$ cat src/rtl/risc_v_mike_lsu.sv
// Load/store unit between a RISC-V core and a single-ported word memory.
// Define LSU_MISALIGN_TRAP_EN to turn misaligned half/word accesses into errors.
module risc_v_mike_lsu #(
    parameter int DATA_MEM_DEPTH = 16
) (
    input  logic        clk,
    input  logic        rst,
    input  logic        req_valid,
    output logic        req_ready,
    input  logic        req_write,
    input  logic [1:0]  req_size,
    input  logic        req_unsigned,
    input  logic [31:0] req_addr,
    input  logic [31:0] req_wdata,
    output logic        rsp_valid,
    output logic [31:0] rsp_rdata,
    output logic        rsp_err,
    output logic [31:0] data_mem_addr,
    output logic        data_mem_write,
    output logic [31:0] data_mem_wr_data,
    input  logic [31:0] data_mem_rd_data
);

    typedef enum logic [1:0] {IDLE, RD, WR, RSP} state_t;

    localparam logic [1:0]  SIZE_BYTE = 2'b00;
    localparam logic [1:0]  SIZE_HALF = 2'b01;
    localparam logic [1:0]  SIZE_WORD = 2'b10;
    localparam logic [1:0]  SIZE_ILL  = 2'b11;
    localparam logic [31:0] DEPTH_W   = 32'(DATA_MEM_DEPTH);

    state_t      state, state_nx;
    logic        wr_q;
    logic [1:0]  size_q;
    logic        uns_q;
    logic [1:0]  lane_q;
    logic [29:0] idx_q;
    logic [31:0] wdata_q;
    logic [31:0] old_q;
    logic [31:0] rdata_q;
    logic        err_q;

    logic        accept;
    logic        bad_access;
    logic [7:0]  lane_byte;
    logic [15:0] lane_half;
    logic [31:0] load_ext;
    logic [31:0] merged;

    assign accept = req_valid && (state == IDLE);

    always_comb begin
        bad_access = ({2'b00, req_addr[31:2]} >= DEPTH_W) || (req_size == SIZE_ILL);
`ifdef LSU_MISALIGN_TRAP_EN
        if ((req_size == SIZE_HALF) && req_addr[0])
            bad_access = 1'b1;
        if ((req_size == SIZE_WORD) && (req_addr[1:0] != 2'b00))
            bad_access = 1'b1;
`endif
    end

    // NOTE: the state register uses non-blocking assignments so every flop
    // samples pre-edge values regardless of process ordering.
    always_ff @(posedge clk or posedge rst) begin
        if (rst)
            state <= IDLE;
        else
            state <= state_nx;
    end

    // NOTE: every output gets a default before the case, so no path leaves a
    // signal unassigned and no latch is inferred.
    always_comb begin
        state_nx       = state;
        req_ready      = 1'b0;
        rsp_valid      = 1'b0;
        data_mem_write = 1'b0;
        data_mem_addr  = {2'b00, idx_q};
        case (state)
            IDLE: begin
                req_ready     = 1'b1;
                data_mem_addr = '0;
                if (req_valid) begin
                    if (bad_access)
                        state_nx = RSP;
                    else if (req_write && (req_size == SIZE_WORD))
                        state_nx = WR;
                    else
                        state_nx = RD;
                end
            end
            RD:      state_nx = wr_q ? WR : RSP;
            WR: begin
                data_mem_write = 1'b1;
                state_nx       = RSP;
            end
            RSP: begin
                rsp_valid = 1'b1;
                state_nx  = IDLE;
            end
            default: state_nx = IDLE;
        endcase
    end

    // Lane selection and sign/zero extension of the word being read.
    always_comb begin
        case (lane_q)
            2'd0:    lane_byte = data_mem_rd_data[7:0];
            2'd1:    lane_byte = data_mem_rd_data[15:8];
            2'd2:    lane_byte = data_mem_rd_data[23:16];
            default: lane_byte = data_mem_rd_data[31:24];
        endcase
        lane_half = lane_q[1] ? data_mem_rd_data[31:16] : data_mem_rd_data[15:0];
        case (size_q)
            SIZE_BYTE: load_ext = {{24{~uns_q & lane_byte[7]}}, lane_byte};
            SIZE_HALF: load_ext = {{16{~uns_q & lane_half[15]}}, lane_half};
            default:   load_ext = data_mem_rd_data;
        endcase
    end

    // Read-modify-write: only the addressed lane of the old word is replaced.
    always_comb begin
        merged = old_q;
        case (size_q)
            SIZE_BYTE: begin
                case (lane_q)
                    2'd0:    merged[7:0]   = wdata_q[7:0];
                    2'd1:    merged[15:8]  = wdata_q[7:0];
                    2'd2:    merged[23:16] = wdata_q[7:0];
                    default: merged[31:24] = wdata_q[7:0];
                endcase
            end
            SIZE_HALF: begin
                if (lane_q[1])
                    merged[31:16] = wdata_q[15:0];
                else
                    merged[15:0]  = wdata_q[15:0];
            end
            default: merged = wdata_q;
        endcase
    end

    always_ff @(posedge clk or posedge rst) begin
        if (rst) begin
            wr_q    <= 1'b0;
            size_q  <= SIZE_BYTE;
            uns_q   <= 1'b0;
            lane_q  <= 2'b00;
            idx_q   <= '0;
            wdata_q <= '0;
            old_q   <= '0;
            rdata_q <= '0;
            err_q   <= 1'b0;
        end else begin
            if (accept) begin
                wr_q    <= req_write;
                size_q  <= req_size;
                uns_q   <= req_unsigned;
                lane_q  <= req_addr[1:0];
                idx_q   <= req_addr[31:2];
                wdata_q <= req_wdata;
                err_q   <= bad_access;
                rdata_q <= '0;
            end
            if (state == RD) begin
                old_q <= data_mem_rd_data;
                if (!wr_q)
                    rdata_q <= load_ext;
            end
        end
    end

    assign rsp_rdata        = rdata_q;
    assign rsp_err          = err_q & rsp_valid;
    assign data_mem_wr_data = data_mem_write ? merged : '0;

endmodule

$ cat config.mk
export PLATFORM = sky130hd
export DESIGN_NAME = risc_v_mike_lsu
export DESIGN_NICKNAME = d
export VERILOG_FILES = /design/src/rtl/risc_v_mike_lsu.sv
export SDC_FILE = /design/constraint.sdc
export NUM_CORES = 1
export LEC_CHECK = 0
export ABC_AREA = 1
export ABC_CLOCK_PERIOD_IN_PS = 4600
export CAP_MARGIN = 10
export CORE_ASPECT_RATIO = 1.75
export CORE_MARGIN = 8
export CORE_UTILIZATION = 30
export DETAILED_ROUTE_END_ITERATION = 10
export PLACE_DENSITY_LB_ADDON = 0.15
export SYNTH_ARGS = -nofsm -noshare
export SYNTH_HDL_FRONTEND = slang
export SYNTH_SLANG_ARGS = --single-unit
$ cat constraint.sdc
create_clock -name clk -period 4.6 [get_ports clk]
set_input_delay 0.92 -clock clk [delete_from_list [all_inputs] [get_ports clk]]
set_output_delay 0.92 -clock clk [all_outputs]
set_load 0.005 [all_outputs]
; ---- After elaboration in Yosys (flattened, before gate mapping)
; Index checks and enable logic that the tools add are counted.
[word_totals]
ff_bits = 135
elab_cells = 54
input_bits = 103
[classes]
bitwise = 4
order_cmp = 1
mux = 23
n_eq_ne = 9
reduce_logical = 7
[ops]
columns = op, count
row1 = 32-bit two-way mux, 4
row2 = 32-bit one-hot mux with 2 select lines, 2
row3 = 16-bit two-way mux, 3
row4 = 8-bit two-way mux, 4
row5 = 30-bit by 5-bit greater-or-equal comparator with 1-bit output (second input constant), 1
row6 = 30-bit two-way mux, 1
row7 = 8-bit one-hot mux with 3 select lines, 1
row8 = 2-bit equality test (second input constant), 5
row9 = 2-bit one-hot mux with 4 select lines, 1
row10 = 2-bit by 1-bit equality test with 1-bit output (second input constant), 3
row11 = 2-bit logical NOT, 3
row12 = 2-bit two-way mux, 3
row13 = 1-bit two-way mux, 4
row14 = 1-bit AND, 3
row15 = 3-bit OR reduction, 1
row16 = 1-bit logical AND, 2
row17 = 2-bit != test (second input constant), 1
row18 = 1-bit logical OR, 1
row19 = 1-bit inverter, 1

; ---- Logic depth before layout (Yosys ltp)
; Gate-level depths: netlist (run 1).
[logic_depth]
ltp_word = 6
depth_mapped = 9

; ---- Least setup slack after synthesis (run 1)
; No wires, ideal clock.
[synth_path]
path_kind = register to output
from = register size_q[1]
to = output port data_mem_wr_data[12]
path_slack_ps = 2496
path_stages_with_launch = 7
n_path_buf = 1
t_arrival_ps = 1184
required_time_ps = 3680
cell_sequence = dfrtp_1 inv_2 nand2_1 inv_2 buf_2 nand3_1 a31oi_1
[synth_via]
elab_chain_cells = 3
word_cells_on_any_way = 4
classes_between = 1 x eq/ne / 2 x mux / 1 x reduce/logical
[synth_lines]
columns = element, line_no
row1 = from (decl), 34  ; logic [1:0] size_q;
row2 = from (signal assigned), 157  ; size_q <= req_size;
row3 = 2-bit by 1-bit equality test with 1-bit output or 2-bit logical NOT (tied branches), 124  ; case (size_q)
row4 = 32-bit one-hot mux with 2 select lines (*), 124
row5 = 32-bit two-way mux (*), 175  ; assign data_mem_wr_data = data_mem_write ? merged : '0;
row6 = to (decl), 20  ; output logic [31:0] data_mem_wr_data,
; Every way passes the cells marked *; elsewhere a longest branch is shown, timed or not.

; ---- Worst setup path after layout (run 1)
[layout_path]
from = register size_q[1]
to = output port data_mem_wr_data[9]
; Same word-level chain as after synthesis.

==> run metrics, run 1 <==
status completed; pin count of the biggest net entering global routing 79; Remaining DRCs 0; max-cap viol count 0; Die Ht 223 um; Final Skew 0.00650 ns; share of the synthesized area in the top cell type 0.460; Routed WL 27,000 um; Tot GR Track Use 0.184; die area 29,900 sq um; Critical Path End data_mem_wr_data[9]; Slew Limit Fails 0; Ys Warns 0; CTS Buffer Depth 2; number of synthesized register bits 135; Hold-fix buffers, CTS 0; Min-Delay Path Class flop to flop; placement row count 76; Critical Path Fanout Max 18; clk root buf clkbuf_16; Final Non-Filler Cells 1,492; CP startpoint kind flop; routed len/inst 18.1 um; Crit Path Class flop to output pin; DP HPWL 20,100 um; clk_lat worst skew 0.43 ns; dpl cells 1,463; Area growth syn-to-layout 37.0%; FILL cells 2,636; GPL Wtd Cong 0.852; final setup margin 0.961 ns; gr ovfl total 0; core area 24,300 sq um; Yosys cell types 30; initial DRC count 390; Final ANT Viol Nets 0; Final Cycle Share 0.791; PD cells 680 nW/um^2; global-route wire length before repair 42,100 um; PortBufs 200; Die W 134 um; CP arrival 2.72 ns; WP data required 3.68 ns; Setup crit start size_q[1]; setup violators final 0; fraction of layout cells with a size suffix above 1 0.0619; post-synthesis cell area 7350 sq um; area leader, netlist dfrtp_1; R2R depth 9; FF-to-FF End rsp_rdata[7]; Post-CTS Setup Repair Bufs 0; Mapped Avg Cell Area 7.32 sq um; RSZ-0062 raised after global routing false; Setup crit end kind output pin; antenna violations before repair 1; setup slack, reg-to-reg 2.00 ns; IO Count 203; clock net sink count 135; Slew @ Worst Pin 0.808 ns; CTS clk-pin slew, worst paths 0.06 ns; highest clock rate 0.275 GHz; Max H-tree Level 4; CTS tree yes; Mapped Cells 1,003; Static Leakage 4.90 nW; pre-CTS WS 1.38 ns; post_cts resized 0; DR vias/cell 4.74; min cycle time layout 3.64 ns; Area contributors post-synth dfrtp_1, nand2_1, o21ai_0, inv_1, nand3_1; Inserted Clock Buffers 17; RR Startpoint state[1]; sequential area share after synthesis 0.460; Starting Density 0.302; vias 7,072; Final TNS setup 0 ns; VDD IR max 306 uV; Slew HR 0.461; Post-layout nets 1,277; DRT Pass-1 Iters 6; Final Hold Fails 0; vias in the first global route 7,335
## per-stage QoR
step	hold WS (ns)	power [mW]	instance area [sq um]	utilization
after global routing	0.508	7.42	10100	0.413
final	0.480	6.84	10100	0.413
after CTS	0.484	6.94	10100	0.413
after floorplan	0.442	4.09	7350	-
after global placement	0.465	5.60	9530	0.391
after detailed placement	0.470	5.62	9530	0.391
## cell usage in the layout, fill, tap and decap left out, drive strengths merged
cell type / n
nand2: 333
clkdlybuf4s50: 200
dfrtp: 135
inv: 125
o21ai: 124
nand3: 81
a21oi: 54
nor2: 52
clkbuf: 24
buf: 10
a31oi: 8
o221ai: 6
o211ai: 5
o22ai: 5
nand4: 4
ha: 4
conb: 2
clkinv: 2
a22oi: 2
diode: 1
a211oi: 1
clkinvlp: 1
bufinv: 1
## worst max-delay path, cell delays in order, from the launching register on
cell and delay, ns:
dfrtp_1 0.38, inv_2 0.07, nand2_1 0.39, inv_2 0.42, nand2_1 0.16, o22ai_1 0.16
inv_1 0.06, a21oi_1 0.12, clkdlybuf4s50_1 0.54
## logic make-up after synthesis
| kind of cell | count (synthesis) | synth area share |
|---|---|---|
| AND/OR/NAND/NOR | 470 | 0.277 |
| AO/OA/AOI/OAI | 205 | 0.148 |
| flip-flops | 135 | 0.460 |
| other | 1 | 0.000510 |
| buffers and inverters | 188 | 0.107 |
| adder cells (fa/ha/maj) | 4 | 0.00681 |
## registers in the layout, summed over array words and instances, names as in the netlist
| name | count |
|---|---|
| idx_q | 30 |
| wdata_q | 32 |
| state | 2 |
| uns_q | 1 |
| old_q | 32 |
| lane_q | 2 |
| rsp_rdata | 32 |
| size_q | 2 |
| err_q | 1 |
| wr_q | 1 |
## how the worst min path moves through the flow
stage | from | end | slack, ns | cells past startpoint
after floorplan | old_q[6] | old_q[6] | 0.44 | 2
after global placement | idx_q[19] | idx_q[19] | 0.47 | 2
after detailed placement | err_q | err_q | 0.47 | 2
after CTS | old_q[1] | old_q[1] | 0.48 | 2
after global routing | old_q[5] | old_q[5] | 0.51 | 2
final | old_q[0] | old_q[0] | 0.48 | 2
## layout make-up
type                    instances  area (sq um)  share of cell area
inverters                     125           474              0.0471
diodes                          1          2.50            0.000249
multi-input cells             681          3180               0.317
flip-flops and latches        135          3380               0.336
clock inverters                 4          47.5             0.00473
well taps                     312           390              0.0388
clock buffers                  24           482              0.0479
repair buffers                210          2100               0.209
## Yosys cell counts
| master | number |
|---|---|
| nor2_8 | 1 |
| a22oi_1 | 1 |
| o22ai_1 | 5 |
| conb_1 | 1 |
| inv_1 | 118 |
| buf_2 | 22 |
| o21ai_1 | 6 |
| ha_1 | 4 |
| a31oi_1 | 8 |
| nand2_4 | 1 |
| a211oi_1 | 1 |
| o211ai_1 | 5 |
| o21ai_0 | 118 |
| nand3_1 | 59 |
| nand3_4 | 2 |
| dfrtp_1 | 135 |
| nand4_1 | 4 |
| a21oi_1 | 54 |
| nand2_1 | 328 |
| buf_8 | 2 |
| buf_1 | 4 |
| o221ai_1 | 6 |
| buf_6 | 3 |
| a22oi_2 | 1 |
| nor2_1 | 51 |
| clkbuf_1 | 29 |
| inv_2 | 7 |
| buf_4 | 3 |
| nand2_2 | 4 |
| nand3_2 | 20 |
## power by group
group          switching [mW]  internal, mW  leakage, nW
Clock                   0.505         0.772        0.258
Combinational            2.03          1.47         2.95
Sequential              0.344          1.72         1.69
## routing by layer
layer | wire length, um | track usage
met1 | 10600 | 0.202
met2 | 14300 | 0.330
met3 | 1440 | 0.0444
met4 | 658 | 0.0703
met5 | 0 | 0
(Power assumes the default switching activity.)
==> inputs of run 2 (changes only) <==
Settings changed: ABC_CLOCK_PERIOD_IN_PS 4600 to 3600.
Clock period 4.6 ns to 3.6 ns, I/O delays scaled along.
==> run 2 against run 1 <==
  * Clock-buffer cell count shrank 4
  * Sequential power up 28%
  * Global-route usage fell by 0.16 points
  * Via count fell by 0.69%
  * Combinational power increased by 28%
  * Worst hold slack worse by 0.0024 ns
==> run metrics, run 2 (same netlist as run 1, synthesis figures left out) <==
die area 29,900 sq um (unchanged); RSZ-0062 raised after global routing false (unchanged); Hold-fix buffers, CTS 0 (unchanged); sequential share of power 0.290 (was 0.302); vias 7,023 (was 7,072); DP HPWL 20,400 um (was 20,100 um); Pint 5.34 mW (was 3.96 mW); CTS clk-pin slew, worst paths 0.06 ns (about the same); Tot GR Track Use 0.182 (was 0.184); Psw 3.71 mW (was 2.88 mW); Final Skew 0.00581 ns (was 0.00650 ns); DP Area 9570 sq um (was 9530 sq um); core area 24,300 sq um (unchanged); Final Non-Filler Cells 1,500 (was 1,492); Setup crit end kind output pin (unchanged); IO Count 203 (unchanged); dpl cells 1,467 (was 1,463); Comb power frac 0.494 (was 0.512); RR Startpoint state[0] (was state[1]); initial DRC count 434 (was 390); Final ANT Viol Nets 0 (unchanged); CP startpoint kind flop (unchanged); clk root buf clkbuf_16 (unchanged); gr ovfl total 0 (unchanged); Remaining DRCs 0 (unchanged); status completed (unchanged); max-cap viol count 0 (unchanged); Inserted Clock Buffers 17 (unchanged); highest clock rate 0.290 GHz; Crit Path Class flop to output pin (unchanged); PortBufs 200 (unchanged); antenna violations before repair 1 (unchanged); Setup crit start lane_q[1] (was size_q[1]); Area growth syn-to-layout 39.3% (was 37.0%); pin count of the biggest net entering global routing 87 (was 79); CTS tree yes (unchanged); Die Ht 223 um (unchanged); GPL Wtd Cong 0.834 (was 0.852); clock net sink count 135 (unchanged); switching share of power 0.410 (was 0.421); VDD IR max 372 uV (was 306 uV); placement row count 76 (unchanged); fraction of layout cells with a size suffix above 1 0.0708 (was 0.0619); DRT Pass-1 Iters 5 (was 6); Design Area, Final 10,200 sq um (was 10,100 sq um); CTS Buffer Depth 2 (unchanged); WP data required 2.88 ns (was 3.68 ns); PD cells 884 nW/um^2 (was 680 nW/um^2); commonest non-fill, non-tap cell in the layout nand2_1 (unchanged); Static Leakage 4.98 nW (was 4.90 nW); Hold Path Origin old_q[0] (unchanged); Min-Delay Path Class flop to flop (unchanged); Post-layout nets 1,281 (was 1,277); final setup margin 0.150 ns (was 0.961 ns); FILL cells 2,598 (was 2,636); Die W 134 um (unchanged); Routed WL 27,000 um (about the same); global-route wire length before repair 41,500 um (was 42,100 um); routed len/inst 18.0 um (was 18.1 um); vias in the first global route 7,133 (was 7,335); Starting Density 0.302 (unchanged); setup violators final 0 (unchanged); Slew Limit Fails 0 (unchanged); pre-CTS WS 0.536 ns (was 1.38 ns); Final Cycle Share 0.958; clk_lat worst skew 0.43 ns (about the same); Final TNS setup 0 ns (unchanged); most frequent cells in the layout nand2_1, clkdlybuf4s50_1, dfrtp_1 (unchanged); CP arrival 2.73 ns (was 2.72 ns); Post-CTS Setup Repair Bufs 0 (unchanged); Clock power frac 0.215 (was 0.187); DR vias/cell 4.68 (was 4.74); Final Hold Fails 0 (unchanged); Critical Path Fanout Max 16 (was 18); Slew HR 0.399 (was 0.461); Slew @ Worst Pin 0.901 ns (was 0.808 ns); Max H-tree Level 4 (unchanged); min cycle time layout 3.45 ns
run 2: cell count changes in the layout (fill, tap and decap cells not counted), sizes merged:
cell,change
bufinv,+4
clkinvlp,+2
clkbuf,-4
buf,+4
clkinv,+2
run 2: per-stage QoR:
stage / power, mW / hold WS (ns) / util
2_1_floorplan: 5.23 / 0.442 / -
3_3_place_gp: 7.14 / 0.462 / 0.393
3_5_place_dp: 7.17 / 0.468 / 0.393
4_1_cts: 9.18 / 0.482 / 0.420
5_1_grt: 9.77 / 0.501 / 0.420
6_report: 9.05 / 0.478 / 0.420
run 2: worst max-delay path, cell delays in order (launching register included):
cell,delay [ns]
dfrtp_1,0.69
nand2_1,0.43
a21oi_1,0.23
o21ai_0,0.10
a31oi_1,0.27
clkdlybuf4s50_1,0.57
run 2: area by class of cell:
cell class	instances	area (sq um)	area share
clock inverters	12	198	0.0193
well taps	312	390	0.0382
diodes	1	2.50	0.000245
repair buffers	214	2140	0.210
flip-flops and latches	135	3380	0.330
inverters	125	475	0.0465
multi-input cells	681	3180	0.311
clock buffers	20	457	0.0446
run 2: per-layer routing:
layer  GRT usage  vias up  share of wire
met4      0.0754        0          0.029
li1            -     3516              -
met2       0.326      209           0.53
met5           0        -              0
met1       0.198     3255           0.38
met3      0.0457       43          0.056
run 2: what timing repair did:
| item | in CTS | in global routing |
|---|---|---|
| setup endpoints to repair | 0 | 8 |
| resized for setup | 0 | 2 |
| endpoints found under the hold margin | 0 | 0 |
run 2: power groups by stage:
stage	sequential [mW]	combinational, mW	clock (mW)
3_3_place_gp	2.64	4.49	0
2_1_floorplan	2.50	2.73	0
3_5_place_dp	2.65	4.53	0
5_1_grt	2.70	5.02	2.05
6_report	2.63	4.47	1.95
4_1_cts	2.63	4.55	1.99
run 2: worst paths after layout:
path                                             end  slack (ns)  cells after the start
min in group asynchronous                 wdata_q[5]        0.69                      2
worst max-delay path            data_mem_wr_data[16]        0.15                      5
worst min register to register              old_q[0]        0.48                      2
max in group asynchronous                   idx_q[2]        2.05                      4
worst min-delay path                        old_q[0]        0.48                      2
worst max register to register             lane_q[0]        1.34                      8
